===== src/rtl/proc_pkg.sv =====
// Shared processor definitions: opcode constants, instruction field layout and
// the sequencer FSM state encoding (S_HOLD exists only with SEQ_SINGLE_STEP_EN).
package proc_pkg;

  localparam logic [3:0] OP_ZERO    = 4'b0000;
  localparam logic [3:0] OP_STORE_B = 4'b1011;
  localparam logic [3:0] OP_HALT    = 4'b1111;

  localparam int FIELD_W = 4;
  localparam int OPC_LSB = 8;
  localparam int RA_LSB  = 4;
  localparam int RB_LSB  = 0;

  typedef enum logic [2:0] {
    S_IDLE,
    S_FETCH,
    S_WAIT,
    S_ISSUE,
    S_HALT
`ifdef SEQ_SINGLE_STEP_EN
    ,
    S_HOLD
`endif
  } seq_state_t;

  function automatic logic is_halt(input logic [11:0] word);
    return word[OPC_LSB +: FIELD_W] == OP_HALT;
  endfunction

endpackage


===== src/rtl/instruction_sequencer_if.sv =====
// Instruction ROM port plus the issue handshake towards control unit / ALU.
interface instruction_sequencer_if #(
  parameter int AW = 6,
  parameter int IW = 12
);
  logic [AW-1:0] imem_addr;
  logic          imem_en;
  logic [IW-1:0] imem_rdata;
  logic [3:0]    opcode;
  logic [3:0]    ra;
  logic [3:0]    rb;
  logic          instr_valid;
  logic          exec_ready;

  modport master (
    output imem_addr, imem_en, opcode, ra, rb, instr_valid,
    input  imem_rdata, exec_ready
  );

  modport slave (
    input  imem_addr, imem_en, opcode, ra, rb, instr_valid,
    output imem_rdata, exec_ready
  );
endinterface


===== src/rtl/instruction_sequencer.sv =====
// Fetch/issue sequencer: FETCH -> WAIT -> ISSUE per instruction, stops on HALT or last pc.
// Optional SEQ_SINGLE_STEP_EN adds a step input and a HOLD state gating every fetch.
module instruction_sequencer
  import proc_pkg::*;
#(
  parameter int AW = 6,
  parameter int IW = 12
) (
  input  logic          clk,
  input  logic          rst,
  input  logic          start,
`ifdef SEQ_SINGLE_STEP_EN
  input  logic          step,
`endif
  instruction_sequencer_if.master bus,
  output logic          busy,
  output logic          done,
  output logic [AW-1:0] pc
);

  localparam logic [AW-1:0] PC_LAST = '1;
  localparam logic [AW-1:0] PC_ONE  = AW'(1);

  seq_state_t    state;
  logic [IW-1:0] ir;

  // IR is only loaded with issuable words, so the fields keep their last issued value.
  assign bus.opcode = ir[OPC_LSB +: FIELD_W];
  assign bus.ra     = ir[RA_LSB +: FIELD_W];
  assign bus.rb     = ir[RB_LSB +: FIELD_W];

  always_ff @(posedge clk) begin
    if (rst) begin
      state           <= S_IDLE;
      pc              <= '0;
      ir              <= '0;
      bus.instr_valid <= 1'b0;
      bus.imem_en     <= 1'b0;
      bus.imem_addr   <= '0;
      busy            <= 1'b0;
      done            <= 1'b0;
    end else begin
      done        <= 1'b0;
      bus.imem_en <= 1'b0;
      case (state)
        S_IDLE: begin
          if (start) begin
            pc   <= '0;
            busy <= 1'b1;
`ifdef SEQ_SINGLE_STEP_EN
            state <= S_HOLD;
`else
            state         <= S_FETCH;
            bus.imem_en   <= 1'b1;
            bus.imem_addr <= '0;
`endif
          end
        end
`ifdef SEQ_SINGLE_STEP_EN
        S_HOLD: begin
          if (step) begin
            state         <= S_FETCH;
            bus.imem_en   <= 1'b1;
            bus.imem_addr <= pc;
          end
        end
`endif
        S_FETCH: state <= S_WAIT;
        S_WAIT: begin
          if (is_halt(bus.imem_rdata[11:0])) begin
            state <= S_HALT;
            done  <= 1'b1;
          end else begin
            ir              <= bus.imem_rdata;
            state           <= S_ISSUE;
            bus.instr_valid <= 1'b1;
          end
        end
        S_ISSUE: begin
          if (bus.exec_ready) begin
            bus.instr_valid <= 1'b0;
            if (pc == PC_LAST) begin
              state <= S_HALT;
              done  <= 1'b1;
            end else begin
              pc <= pc + PC_ONE;
`ifdef SEQ_SINGLE_STEP_EN
              state <= S_HOLD;
`else
              state         <= S_FETCH;
              bus.imem_en   <= 1'b1;
              bus.imem_addr <= pc + PC_ONE;
`endif
            end
          end
        end
        S_HALT: begin
          state <= S_IDLE;
          busy  <= 1'b0;
        end
        default: state <= S_IDLE;
      endcase
    end
  end

endmodule


===== src/flat_wrapper.sv =====
// flat-port wrapper written by rule: the top's interface ports become plain ports
module instruction_sequencer_flat import proc_pkg::*;
#(
  parameter int AW = 6,
  parameter int IW = 12
)
  (clk, rst, start, busy, done, pc, bus_imem_addr, bus_imem_en, bus_opcode, bus_ra, bus_rb, bus_instr_valid, bus_imem_rdata, bus_exec_ready);
  instruction_sequencer_if #(.AW(AW), .IW(IW)) bus_i ();
  input  logic clk;
  input  logic rst;
  input  logic start;
  output logic busy;
  output logic done;
  output logic [AW-1:0] pc;
  output wire logic [$bits(bus_i.imem_addr)-1:0] bus_imem_addr;
  output wire logic [$bits(bus_i.imem_en)-1:0] bus_imem_en;
  output wire logic [$bits(bus_i.opcode)-1:0] bus_opcode;
  output wire logic [$bits(bus_i.ra)-1:0] bus_ra;
  output wire logic [$bits(bus_i.rb)-1:0] bus_rb;
  output wire logic [$bits(bus_i.instr_valid)-1:0] bus_instr_valid;
  input wire logic [$bits(bus_i.imem_rdata)-1:0] bus_imem_rdata;
  input wire logic [$bits(bus_i.exec_ready)-1:0] bus_exec_ready;
  assign bus_imem_addr = bus_i.imem_addr;
  assign bus_imem_en = bus_i.imem_en;
  assign bus_opcode = bus_i.opcode;
  assign bus_ra = bus_i.ra;
  assign bus_rb = bus_i.rb;
  assign bus_instr_valid = bus_i.instr_valid;
  assign bus_i.imem_rdata = bus_imem_rdata;
  assign bus_i.exec_ready = bus_exec_ready;
  instruction_sequencer #(.AW(AW), .IW(IW)) u_core (.clk(clk), .rst(rst), .start(start), .bus(bus_i), .busy(busy), .done(done), .pc(pc));
endmodule

===== config.mk =====
export PLATFORM = sky130hd
export DESIGN_NAME = instruction_sequencer_flat
export DESIGN_NICKNAME = d
export VERILOG_FILES = /design/src/rtl/proc_pkg.sv /design/src/rtl/instruction_sequencer_if.sv /design/src/rtl/instruction_sequencer.sv /design/src/flat_wrapper.sv
export SDC_FILE = /design/constraint.sdc
export NUM_CORES = 1
export LEC_CHECK = 0
export CAP_MARGIN = 20
export CORE_AREA = 2 2 64 54
export DETAILED_ROUTE_END_ITERATION = 10
export DIE_AREA = 0 0 66 56
export PLACE_DENSITY = 0.71
export SYNTH_ARGS = -nofsm -noshare
export SYNTH_HDL_FRONTEND = slang
export SYNTH_SLANG_ARGS = --single-unit

===== constraint.sdc =====
create_clock -name clk -period 1.8 [get_ports clk]
set_input_delay 0.27 -clock clk [delete_from_list [all_inputs] [get_ports clk]]
set_output_delay 0.27 -clock clk [all_outputs]
set_load 0.005 [all_outputs]

After elaboration in Yosys (flattened, before gate mapping)

Index checks and enable logic that the tools add are counted.

Output and inout port bits: 28
Register bits: 25
Word-level logic and storage cells: 50
Input bits: 16

Mux-type cells: 22
Eq/ne operators: 10
Reductions and logical operators: 9
Bitwise logic cells: 1
Add/subtract/negate cells: 1

Operator list:

| kind                  | number |
|---|---|
| $mux W6               | 3 |
| $mux W3               | 4 |
| $pmux W3 S4           | 1 |
| $pmux W6 S2           | 1 |
| $mux W1               | 9 |
| $ne A2 B2 Y1 const B  | 4 |
| $pmux W1 S2           | 4 |
| $add A6 B1 Y6 const B | 1 |
| $eq A3 B2 Y1 const B  | 2 |
| $eq A6 B6 Y1 const B  | 1 |
| $reduce_and A2 Y1     | 3 |
| $reduce_bool A2 Y1    | 3 |
| $eq A4 B4 Y1 const B  | 1 |
| $reduce_and A4 Y1     | 1 |
| $eq A3 B1 Y1 const B  | 1 |
| $eq A3 B3 Y1 const B  | 1 |
| $logic_not A3 Y1      | 1 |
| $reduce_and A3 Y1     | 1 |
| $not A1 Y1            | 1 |

Longest topological paths before layout

Gate-level depths: netlist of run 1.

Depth in word-level cells: 4
Gate-level depth with buffers: 6
Mapped depth without buffers: 5

Least setup slack after synthesis of run 1

Ideal clock, no wire load.

Kind: flip-flop to flip-flop
Start: register u_core.pc[0]
End: register u_core.pc[0]
Stages on the path, launching flop included: 6
Clock period less this slack: 1464 ps
Path slack: 336 ps
Buffers on the path: 0
Required time: 1741 ps
Arrival: 1406 ps
Path through: dfxtp_1 -> ha_1 -> nand3_1 -> o21ai_0 -> nor3b_2 -> mux2_2

Word-level cells in the longest chain between the ends: 4
Elaborated cells on any way between the ends: 7

Ends and longest elaborated chain:

| item                     | RTL line                    | RTL |
|---|---|---|
| start: declaration       | instruction_sequencer.sv:18 | `output logic [AW-1:0] pc` |
| start signal: assignment | instruction_sequencer.sv:86 | `pc <= pc + PC_ONE;` |
| $add A6 B1 Y6            | instruction_sequencer.sv:86 |  |
| $mux W6                  | instruction_sequencer.sv:82 | `if (pc == PC_LAST) begin` |
| $mux W6                  | instruction_sequencer.sv:80 | `if (bus.exec_ready) begin` |
| $pmux W6 S2              | instruction_sequencer.sv:45 | `case (state)` |

Parallel ways exist; a longest one is shown, timed or not. The select of a mux whose other input is x is not followed.
A chain may end at the register's enable or synchronous reset.

Final worst setup path of run 1

Ends and elaborated chain as after synthesis.

==> results.json, run 1 <==
{
  "setup_tns_ps": 0,
  "synth_fp_nets": 151,
  "whs_path_depth": 2,
  "clockBufferDepth": 2,
  "yosys_warnings": 0,
  "r2r_setup_slack_ps": 170,
  "rsz0062_at_grt": "false",
  "synth-main-ff-cell": "dfxtp_1",
  "io_pins": 44,
  "clk_latency_ps": 270,
  "detailedPlacementHpwl_mm": 2.02,
  "fin_cells": 213,
  "grt_max_degree": 23,
  "p_leak_nw": 0.603,
  "clock.fmax_mhz": 612,
  "ir_drop_mv": 0.561,
  "nets": 191,
  "drv_slew": 0,
  "hold_path.class": "reg2reg",
  "worst_pin_slew_ps": 382,
  "grt_first_pass_wirelength_mm": 4.17,
  "ys_ff_latch": 25,
  "cts_resized": 0,
  "overflow": 0,
  "wl_per_cell_um": 12.3,
  "synth_edf_count": 0,
  "hold_viol_final": 0,
  "die_x_um": 66,
  "start_util_pct": 38.2,
  "layout_min_cycle_time_ps": 1630,
  "area_growth_pct": 41.7,
  "antenna_found_initial": 0,
  "status": "finished, final reports clean",
  "worst-endpoint-arrival_ps": 1860,
  "critPathLaunch": "u_core.pc[0]",
  "ys_types": 41,
  "coreArea_um2": 3020,
  "die_area_um2": 3700,
  "netlist_instances": 134,
  "finClkSkew_ps": 8.47,
  "critPathCaptureType": "flop",
  "crit_end": "u_core.pc[0]",
  "drive_above_1_share_pct": 9.25,
  "yosys.area.top_type_share_pct": 43.4,
  "grt_pass1_vias": 966,
  "p_per_area_nw_per_um2": 686,
  "htree_levels": 1,
  "drt_iter0_drc": 22,
  "p_total_mw": 1.12,
  "fin_crit_sh_pct": 90.8,
  "place_ws_ps": 70.0,
  "row_count": 18,
  "cts_root_buffer": "clkbuf_8",
  "place_congestion": 0.819,
  "tritoncts": "built",
  "antenna_left": 0,
  "clock-sinks": 25,
  "numPortBuffers": 43,
  "num_vias": 1064,
  "yosysTopAreaCell": "dfxtp_1",
  "rr_worst_depth": 5,
  "layout_setup_ws_ps": 166,
  "synth_area_per_cell_um2": 8.60,
  "slew_headroom_pct": 74.4,
  "numCtsBuffers": 3,
  "syn-cell-area_um2": 1150,
  "placedCellCount": 209,
  "critical_path_class": "reg2reg",
  "start_kind": "flop",
  "crit_fanout": 5,
  "antenna_cells": 0,
  "synthArstFlopShare_pct": 0,
  "seq_area_frac_synth_pct": 43.4,
  "firstDrtPassIters": 4,
  "synthTopCellsByArea": "dfxtp_1, nand2_1, a21oi_1",
  "r2r_end": "u_core.pc[0]",
  "die_h_um": 56,
  "grtUsageTotal_pct": 14.3,
  "clkTransAtPathRegs_ps": 90,
  "setup_viol": 0,
  "wl_mm": 2.63,
  "ctsHoldBuffers": 0,
  "post-route-drc-count": 0,
  "r2r-start": "u_core.pc[0]",
  "routed_via_density": 5.00,
  "required_ps": 2020,
  "drv_cap": 0,
  "postCtsSetupBuffers": 0
}
## synth_stat cells (2+ instances only)
master and instances:
a211oi_1 2, a21o_1 2, a21oi_1 12, buf_2 4
buf_4 6, clkbuf_1 2, dfxtp_1 25, inv_1 2
nand2_1 19, nand2b_1 4, nand3_1 6, nor2_1 14
nor3_1 5, nor3_2 2, o21ai_0 2, o31ai_1 2
## routing by layer
metal  part of all wire [%]  vias up  wire length (µm)  global-route usage, %
li1                       -      543                 -                      -
met2                     48       24              1270                   23.7
met4                   0.38        0                10                   2.62
met1                     47      495              1230                   18.6
met5                      0        -                 0                      0
met3                    4.6        2               120                   4.25
## power breakdown
group | switching, mW | internal (mW) | leakage [nW]
sequential | 0.0196 | 0.581 | 0.203
combinational | 0.0846 | 0.110 | 0.374
clock | 0.171 | 0.155 | 0.0255
## layout make-up
| cell class | instances | area, µm² |
|---|---|---|
| multi-input combinational | 94 | 561 |
| timing repair buffer | 48 | 468 |
| inverter | 2 | 7.51 |
| fill | 294 | 1390 |
| clock buffer | 3 | 41.3 |
| clock inverter | 1 | 5.00 |
| tap | 40 | 50.0 |
| sequential | 25 | 500 |
## placed cells by master (no fill, tap or decap), types with 3 or more instances in the layout
master            n
nand3_1           6
clkbuf_8          3
nor3_1            5
clkdlybuf4s50_1  43
nand2b_1          4
dfxtp_1          25
nand2_1          19
a21oi_1          12
buf_4             5
nor2_1           14
## kinds of logic (layout without fill, tap and decap cells)
| family | Yosys count | in the layout | share of synthesized area, % |
|---|---|---|---|
| AND/OR/NAND/NOR | 64 | 64 | 30.6 |
| AO/OA/AOI/OAI | 28 | 28 | 16.0 |
| flip-flops | 25 | 25 | 43.4 |
| buffers and inverters | 15 | 54 | 7.93 |
| adder cells (fa/ha/maj) | 1 | 1 | 1.09 |
| multiplexers | 1 | 1 | 0.977 |
## metrics by stage
stage | utilization [%] | hold WS, ps | area [µm²]
after detailed placement | 52.6 | 449 | 1590
final | 54.1 | 458 | 1630
after global placement | 52.6 | 443 | 1590
after floorplan | - | 406 | 1150
after global routing | 54.1 | 483 | 1630
after CTS | 54.1 | 461 | 1630
## state kept, by name (all words and copies together), names as in the netlist
register	count
u_core.busy	1
u_core.done	1
u_core.ir	12
u_core.state	3
u_core.bus.imem_en	1
u_core.pc	6
u_core.bus.instr_valid	1
## worst max-delay path, stage by stage (launching register included)
cell and delay (ps):
dfxtp_1 340, ha_1 220, nand3_1 160, o21ai_0 260, nor3b_2 390, mux2_2 220
## worst min-delay path by stage
stage	from	end	slack, ps
global route	u_core.ir[4]	u_core.ir[4]	480
CTS	u_core.ir[7]	u_core.ir[7]	460
global placement	u_core.ir[2]	u_core.ir[2]	440
finish	u_core.ir[4]	u_core.ir[4]	460
floorplan	bus_imem_rdata[0]	u_core.ir[0]	410
detailed placement	u_core.ir[7]	u_core.ir[7]	450
Power figures use the tool's default switching activity.
==> inputs of run 2 (changes only) <==
- CTS_CLUSTER_DIAMETER: unset -> 50
==> results of run 2 <==
No change in the layout: final DEF, timing and power equal those of run 1.
